### config.mk
export PLATFORM = sky130hd
export DESIGN_NAME = dmem_arbiter
export DESIGN_NICKNAME = d
export VERILOG_FILES = /design/src/rtl/dmem_arb_pkg.sv /design/src/rtl/dmem_rr_pick.sv /design/src/rtl/dmem_arbiter.sv
export SDC_FILE = /design/constraint.sdc
export NUM_CORES = 1
export LEC_CHECK = 0
export CAP_MARGIN = 40
export CORE_AREA = 5 5 114 116
export CTS_CLUSTER_SIZE = 8
export DETAILED_ROUTE_END_ITERATION = 10
export DIE_AREA = 0 0 119 121
export PLACE_DENSITY_LB_ADDON = 0.2
export SLEW_MARGIN = 20
export SYNTH_ARGS = -nofsm -noshare
export SYNTH_HDL_FRONTEND = slang
export SYNTH_HIERARCHICAL = 1
export SYNTH_SLANG_ARGS = --single-unit
### constraint.sdc
create_clock -name clk -period 4.3 [get_ports clk]
set_input_delay 1.075 -clock clk [delete_from_list [all_inputs] [get_ports clk]]
set_output_delay 1.075 -clock clk [all_outputs]
set_load 0.03 [all_outputs]
### src/rtl/dmem_arb_pkg.sv
// Shared types and defaults for the two-port data-memory arbiter.
package dmem_arb_pkg;
  localparam int WORDS_DEF    = 64;
  localparam int LOCK_MAX_DEF = 16;

  typedef enum logic {ARB, LOCKED} state_e;
  typedef enum logic {PORT_C, PORT_D} port_e;

  // Word-aligned and inside the memory.
  function automatic logic addr_legal(input logic [31:0] addr, input int words);
    return (addr[1:0] == 2'b00) && ({2'b00, addr[31:2]} < 32'(words));
  endfunction
endpackage

### src/rtl/dmem_rr_pick.sv
// Two-way round-robin pick: on a tie the port not granted last wins.
module dmem_rr_pick
  import dmem_arb_pkg::*;
(
  input  logic  [1:0] valid_i,      // bit0 = CPU, bit1 = debug/DMA
  input  port_e       last_grant_i,
  output logic  [1:0] gnt_o
);
  always_comb begin
    gnt_o = 2'b00;
    case (valid_i)
      2'b01:   gnt_o = 2'b01;
      2'b10:   gnt_o = 2'b10;
      2'b11:   gnt_o = (last_grant_i == PORT_D) ? 2'b01 : 2'b10;
      default: gnt_o = 2'b00;
    endcase
  end
endmodule

### src/rtl/dmem_arbiter.sv
// CPU / debug arbiter onto a single-ported data memory, with port locking
// and an idle timeout that force-releases a stale lock.
module dmem_arbiter
  import dmem_arb_pkg::*;
#(
  parameter int WORDS    = WORDS_DEF,
  parameter int LOCK_MAX = LOCK_MAX_DEF
) (
  input  logic        clk,
  input  logic        rst,
  input  logic        c_valid_i,
  output logic        c_ready_o,
  input  logic [31:0] c_addr_i,
  input  logic [31:0] c_wdata_i,
  input  logic        c_we_i,
  input  logic        c_lock_i,
  output logic        c_rvalid_o,
  output logic [31:0] c_rdata_o,
  output logic        c_err_o,
  input  logic        d_valid_i,
  output logic        d_ready_o,
  input  logic [31:0] d_addr_i,
  input  logic [31:0] d_wdata_i,
  input  logic        d_we_i,
  input  logic        d_lock_i,
  output logic        d_rvalid_o,
  output logic [31:0] d_rdata_o,
  output logic        d_err_o,
  output logic [31:0] m_addr_o,
  output logic [31:0] m_wdata_o,
  output logic        m_we_o,
  input  logic [31:0] m_rdata_i,
  output logic        lock_tmo_o
);
  localparam int CW = $clog2(LOCK_MAX + 1);

  state_e        state_q, state_d;
  port_e         owner_q, owner_d, last_q, last_d;
  logic [CW-1:0] idle_q, idle_d;
  logic          tmo_q, tmo_d;
  logic [1:0]    rvalid_q, rvalid_d, err_q, err_d, rd_q, rd_d;

  logic [1:0]    rr_gnt, ready, acc;
  logic          any_acc, legal, sel_we, sel_lock;
  logic [31:0]   sel_addr, sel_wdata;

  dmem_rr_pick u_pick (
    .valid_i      ({d_valid_i, c_valid_i}),
    .last_grant_i (last_q),
    .gnt_o        (rr_gnt)
  );

  // Only the lock owner may be accepted while LOCKED; reset blocks all accepts.
  always_comb begin
    ready = 2'b00;
    if (!rst) begin
      if (state_q == ARB) ready = rr_gnt;
      else                ready = (owner_q == PORT_C) ? 2'b01 : 2'b10;
    end
  end

  assign acc       = ready & {d_valid_i, c_valid_i};
  assign any_acc   = |acc;
  assign sel_addr  = acc[0] ? c_addr_i  : d_addr_i;
  assign sel_wdata = acc[0] ? c_wdata_i : d_wdata_i;
  assign sel_we    = acc[0] ? c_we_i    : d_we_i;
  assign sel_lock  = acc[0] ? c_lock_i  : d_lock_i;
  assign legal     = any_acc && addr_legal(sel_addr, WORDS);

  assign c_ready_o = ready[0];
  assign d_ready_o = ready[1];
  assign m_addr_o  = legal ? sel_addr  : 32'h0;
  assign m_wdata_o = legal ? sel_wdata : 32'h0;
  assign m_we_o    = legal & sel_we;

  always_comb begin
    state_d  = state_q;
    owner_d  = owner_q;
    last_d   = last_q;
    idle_d   = idle_q;
    tmo_d    = tmo_q;
    rvalid_d = acc;
    err_d    = acc & {2{~legal}};
    rd_d     = acc & {2{legal & ~sel_we}};
    if (any_acc) last_d = acc[0] ? PORT_C : PORT_D;
    if (state_q == ARB) begin
      if (any_acc && sel_lock) begin
        state_d = LOCKED;
        owner_d = acc[0] ? PORT_C : PORT_D;
        idle_d  = '0;
      end
    end else begin
      if (any_acc) begin
        idle_d = '0;
        if (!sel_lock) state_d = ARB;
      end else if (idle_q == CW'(LOCK_MAX - 1)) begin
        state_d = ARB;
        idle_d  = '0;
        tmo_d   = 1'b1;
      end else begin
        idle_d = idle_q + CW'(1);
      end
    end
  end

  always_ff @(posedge clk) begin
    if (rst) begin
      state_q  <= ARB;
      owner_q  <= PORT_C;
      last_q   <= PORT_D;
      idle_q   <= '0;
      tmo_q    <= 1'b0;
      rvalid_q <= 2'b00;
      err_q    <= 2'b00;
      rd_q     <= 2'b00;
    end else begin
      state_q  <= state_d;
      owner_q  <= owner_d;
      last_q   <= last_d;
      idle_q   <= idle_d;
      tmo_q    <= tmo_d;
      rvalid_q <= rvalid_d;
      err_q    <= err_d;
      rd_q     <= rd_d;
    end
  end

  // Responses in flight when reset arrives are suppressed immediately.
  assign c_rvalid_o = rvalid_q[0] & ~rst;
  assign d_rvalid_o = rvalid_q[1] & ~rst;
  assign c_err_o    = err_q[0] & ~rst;
  assign d_err_o    = err_q[1] & ~rst;
  assign c_rdata_o  = (rd_q[0] & ~rst) ? m_rdata_i : 32'h0;
  assign d_rdata_o  = (rd_q[1] & ~rst) ? m_rdata_i : 32'h0;
  assign lock_tmo_o = tmo_q & ~rst;
endmodule

---- Yosys cells after proc, flatten, opt, wreduce, memory -nomap -nowiden ----
Cells that the tools add are included.
storage, ports and cells
  register bits ........................... 15
  word-level logic and storage cells ...... 62
  input bits .............................. 168
operators by class
  $lt $le $gt $ge ......................... 1
  mux-type cells .......................... 23
  eq/ne operators ......................... 4
  $add $sub $neg .......................... 1
  bitwise gates (word level) .............. 17
  reduce and logical (&&, ||, !) cells .... 8
operator list
  cell                                                                    count
  32-bit 2-to-1 mux                                                       6
  30-bit by 7-bit < comparator with 1-bit output (second input constant)  1
  5-bit 2-to-1 mux                                                        4
  1-bit bitwise AND                                                       9
  1-bit 2-to-1 mux                                                        8
  2-bit 2-to-1 mux                                                        4
  2-bit bitwise AND                                                       3
  2-bit case mux with 3 select lines                                      1
  5-bit by 1-bit adder with 5-bit output (second input constant)          1
  5-bit by 4-bit equality test with 1-bit output (second input constant)  1
  1-bit NOT                                                               5
  2-bit equality test (second input constant)                             2
  1-bit logical AND                                                       3
  3-bit AND reduction                                                     1
  2-bit by 1-bit equality test with 1-bit output (second input constant)  1
  2-bit zero test                                                         1
  2-bit AND reduction                                                     1
  2-bit nonzero test                                                      1
  2-bit OR reduction                                                      1

---- Longest topological paths before layout ----
Gate-level depths: netlist (run 1).
  word-level depth ........................ 11
  gate-level depth with buffers ........... 8

---- Hierarchy ----
Netlist (run 1), hierarchy kept.
modules (own cells, without submodules)
  module        sequential area each (um^2)  instances  cells each  area an instance (um^2)
  dmem_arbiter  300.3                        1          334         2149.6
  dmem_rr_pick  0.0                          1          3           18.8

---- Least setup slack after synthesis (run 1) ----
OpenSTA, ideal clock, no wires.
  kind .................................... input port to output port
  from .................................... in rst
  to ...................................... out m_wdata_o[10]
  path slack .............................. 0.714 ns
  arrival time ............................ 2.511 ns
  cell stages on the path ................. 7
  required time ........................... 3.225 ns
  cell sequence ........................... buf_2 > nand2b_1 > a21o_1 > buf_2 > buf_1 > nand2_1 > o22ai_1
between the ends
  word-level cells in the longest chain between the ends .. 7
  elaborated cells on any way between the ends .. 10
ends and longest elaborated chain
  element                                                                            line                RTL
  from (decl)                                                                        dmem_arbiter.sv:10  input logic rst,
  2-bit 2-to-1 mux *                                                                 dmem_arbiter.sv:56  if (!rst) begin
  2-bit bitwise AND *                                                                dmem_arbiter.sv:62  assign acc = ready & {d_valid_i, c_valid_i};
  32-bit 2-to-1 mux                                                                  dmem_arbiter.sv:64  assign sel_addr = acc[0] ? c_addr_i : d_addr_i;
  30-bit by 7-bit < comparator with 1-bit output or 2-bit zero test (tied branches)  dmem_arb_pkg.sv:11  return (addr[1:0] == 2'b00) && ({2'b00, addr[31:2]} < 32'(words));
  1-bit logical AND                                                                  dmem_arb_pkg.sv:11
  1-bit logical AND                                                                  dmem_arbiter.sv:68  assign legal = any_acc && addr_legal(sel_addr, WORDS);
  32-bit 2-to-1 mux *                                                                dmem_arbiter.sv:73  assign m_wdata_o = legal ? sel_wdata : 32'h0;
  to (decl)                                                                          dmem_arbiter.sv:30  output logic [31:0] m_wdata_o,
Every way passes the cells marked *; elsewhere a longest branch is shown, timed or not.

---- Final worst setup path (run 1) ----
  from .................................... in d_valid_i
  to ...................................... out m_wdata_o[5]
between the ends
  elaborated cells on any way between the ends .. 15
RTL lines
  element                                                                                line                RTL
  from (decl)                                                                            dmem_arbiter.sv:20  input logic d_valid_i,
  2-bit equality test or 2-bit by 1-bit equality test with 1-bit output (tied branches)  dmem_rr_pick.sv:11  case (valid_i)
  2-bit case mux with 3 select lines *                                                   dmem_rr_pick.sv:11
  net rr_gnt[1]                                                                          dmem_arbiter.sv:43  logic [1:0] rr_gnt, ready, acc;
  2-bit 2-to-1 mux *                                                                     dmem_arbiter.sv:57  if (state_q == ARB) ready = rr_gnt;
  2-bit 2-to-1 mux *                                                                     dmem_arbiter.sv:56
  2-bit bitwise AND *                                                                    dmem_arbiter.sv:62
  2-bit OR reduction *                                                                   dmem_arbiter.sv:63  assign any_acc = |acc;
  1-bit logical AND *                                                                    dmem_arbiter.sv:68
  32-bit 2-to-1 mux *                                                                    dmem_arbiter.sv:73
Mark *: on every way through the listed nets, which the timed path passes. The rest lies on a longest branch.

==> metrics.md, run 1 <==
| Metric | Value |
|---|---|
| Via Count | `3304` |
| 1st-iter DRT viols | `71` |
| WP data required | `3.22 ns` |
| Hold Crit Depth | `2` |
| Static leakage | `2.20 nW` |
| First-pass GRT wire length | `17.3 mm` |
| Synth top area share | `0.188` |
| Worst r2r path cells | `6` |
| Fill cell count | `1220` |
| Crit path kind | `in -> out` |
| Vias per cell | `4.41` |
| Setup Skew | `0.00120 ns` |
| Cell accounting for the most synthesized area | `and2_1` |
| CTS H-tree lvls | `1` |
| Grt total ovfl | `0` |
| Die boundary width | `119 um` |
| Placed insts | `746` |
| CP max FO | `39` |
| GRT Overall Usage | `0.149` |
| Diodes inserted | `0` |
| Fin cells | `750` |
| Clock Root Buffer | `clkbuf_16` |
| Hold Crit Class | `reg -> reg` |
| Worst skew pair latency | `~0.25 ns` |
| Hold worst-path end | `idle_q[4]` |
| Sequential share of the synthesized area | `0.138` |
| Max cap viols | `0` |
| Row cnt | `40` |
| Number of buffers created by CTS | `3` |
| Final net count | `773` |
| Synth Cell Area | `2170 sq um` |
| Buffers on Ports | `277` |
| Die Span Y | `121 um` |
| Hold_ws | `0.455 ns` |
| YS warnings | `6` |
| CTS Hold Bufs | `0` |
| WL final | `11.8 mm` |
| RSZ-0062 raised after global routing | `no` |
| Fraction of layout cells with a size suffix above 1 | `0.221` |
| Run status | `finished clean` |
| Vias in the first global route | `3305` |
| Worst Path Arrival | `between 2 and 3 ns` |
| CP startpoint kind | `input pin` |
| Antenna Nets Post-Route | `0` |
| Core Box Area | `11800 sq um` |
| Post-placement setup slack | `about 0.25 ns` |
| P per Cell Area | `119 nW/um^2` |
| #FFs+latches synth | `15` |
| Final setup fails | `0` |
| Pre-Repair DR Iteration Count | `4` |
| DRC viols | `0` |
| I/O pins | `304` |
| Period Utilization, post-route | `0.946` |
| Post-DP HPWL | `10.2 mm` |
| FMAX | `0.246 GHz` |
| Syn-to-layout area delta | `128%` |
| Die ar. | `14400 sq um` |
| FF-to-FF Start | `state_q` |
| Final Hold Viols | `0` |
| Largest net degree at the start of global routing | `40` |
| Final WS setup | `0.230 ns` |
| Netlist cell types | `40` |
| CTS tree | `built` |
| Min cycle time layout | `slightly above 4 ns` |
| Mean post-synth cell area | `6.43 sq um` |
| Flop2flop setup slack | `between 2 and 2.5 ns` |
| Clock Sinks | `15` |
| Clock-pin slew on the worst setup and hold paths | `approximately 0.050 ns` |
| Initial Utilization | `0.184` |
| Slew Limit Fails | `0` |
| Maximum clock insertion buffer count | `2` |
| Synth top area cells | `and2_1 19%, nand2_1 15%, dfxtp_1 14%` |
| CP peak stage delay | `0.50 ns` |
| CP endpoint kind | `primary output` |
| Mapped Cells | `337` |
| CTS resizes | `0` |
| Routed len/inst | `between 15 and 20 um` |
| Fin Setup TNS | `0 ns` |
| Slowest CP cell | `clkdlybuf4s50_1` |
| VDD IR-drop max | `0.0866 mV` |
| Antenna violations before repair | `0` |
| Placer Congestion | `0.869` |
| R2R Path End | `owner_q` |
| Critical path, cell by cell | `clkdlybuf4s50_1, a21boi_0, mux2i_1, nor3b_4, nand3_2, buf_12, o22ai_1, buf_4` |
| HP Start | `idle_q[4]` |
| Setup repair bufs after CTS | `0` |
where the power goes:
part	switching [W]	internal (W)	leakage, nW	total [W]
clock	0.0000600	0.000124	0.0409	0.000184
combinational	0.000100	0.000160	2.03	0.000260
sequential	0.00000226	0.000142	0.122	0.000145
total	0.000163	0.000426	2.20	0.000589
synthesized netlist by cell type:
master and number:
nor3b_1 1, nand2_1 87, o21a_1 1, nor2b_1 7, buf_1 3, a21o_1 1, conb_1 1, mux2i_1 2
nand4_1 2, nand3_2 1, o21ai_1 3, nand2b_1 4, and4_1 2, o21ai_0 3, o22ai_1 30, nand3_1 4
a21boi_0 2, a31oi_1 1, and2_1 65, o22ai_2 10, nand4b_1 3, a21oi_1 5, a211o_1 1, buf_2 4
nor4_1 12, inv_2 1, o211a_1 1, buf_6 2, nor2_1 7, buf_4 27, ha_1 1, inv_1 4
nor3b_4 1, a41o_1 2, clkbuf_1 16, o21bai_1 1, and3_1 2, dfxtp_1 15, or4b_1 1, a21boi_1 1
worst max path at each step:
stage          slack, ns  cells after the start       endpoint       from
6_report            0.23                      8   m_wdata_o[5]  d_valid_i
5_1_grt             0.08                      8   m_wdata_o[5]  d_valid_i
4_1_cts             0.22                      8   m_wdata_o[5]  d_valid_i
3_5_place_dp        0.25                      8   m_wdata_o[5]  d_valid_i
3_3_place_gp        0.22                      8   m_wdata_o[5]  d_valid_i
2_1_floorplan       0.71                      7  m_wdata_o[10]        rst
worst max-delay path, delay by kind of cell:
kind	cells	cell delay, ns
and+or+nand+nor	2	0.39
buffers and inverters	3	0.91
AOI/OAI and AO/OA	2	0.45
muxes	1	0.15
flip-flops by register name (all words and copies together), names as in the netlist:
signal and count:
owner_q 1, err_q 2, tmo_q 1, idle_q 5, last_q 1, rvalid_q 2, state_q 1, rd_q 2
cell usage in the layout, fill, tap and decap left out, types with 4 or more instances in the layout:
cell,count
nand2_1,87
o22ai_1,30
a21oi_1,5
o22ai_2,10
inv_1,4
nor4_1,12
nor2b_1,7
nand3_1,4
conb_1,26
and2_1,65
dfxtp_1,15
buf_4,106
buf_12,10
nor2_1,7
nand2b_1,4
clkdlybuf4s50_1,173
layout make-up:
| type | count | area, sq um | area share |
|---|---|---|---|
| clock buffer | 3 | 75.1 | 0.0152 |
| inverter | 5 | 18.8 | 0.00380 |
| clock inverter | 1 | 5.00 | 0.00101 |
| multi-input combinational | 290 | 1630 | 0.329 |
| timing repair buffer | 289 | 2730 | 0.552 |
| sequential | 15 | 300 | 0.0608 |
| tap | 147 | 184 | 0.0373 |
metrics by stage:
stage | power, W | util | instance area, sq um
after floorplan | 0.000248 | - | 2260
after CTS | 0.000594 | 0.418 | 4940
after global placement | 0.000405 | 0.411 | 4860
final | 0.000589 | 0.418 | 4940
after detailed placement | 0.000408 | 0.411 | 4860
after global routing | 0.000617 | 0.418 | 4940
routing by layer:
layer  wire [um]  GRT usage  up-vias
met4         296     0.0463        0
met3        1350     0.0587       22
met2        6150      0.288      199
li1            -          -     1625
met1        3980      0.145     1458
met5           0          0        -
cells by family after synthesis:
kind of cell             share of synthesized area
AND/OR/NAND/NOR                              0.479
AO/OA/AOI/OAI                                0.211
buffers and inverters                        0.155
flip-flops                                   0.138
multiplexers                               0.00923
adder cells (fa/ha/maj)                    0.00577
other                                      0.00173
Note: power is estimated with default switching activity, not from simulation.
==> run 2: changes to the inputs <==
SLEW_MARGIN = not set   (was 20)
==> results of run 2 <==
The final DEF is identical to that of run 1; final timing and power are the same.
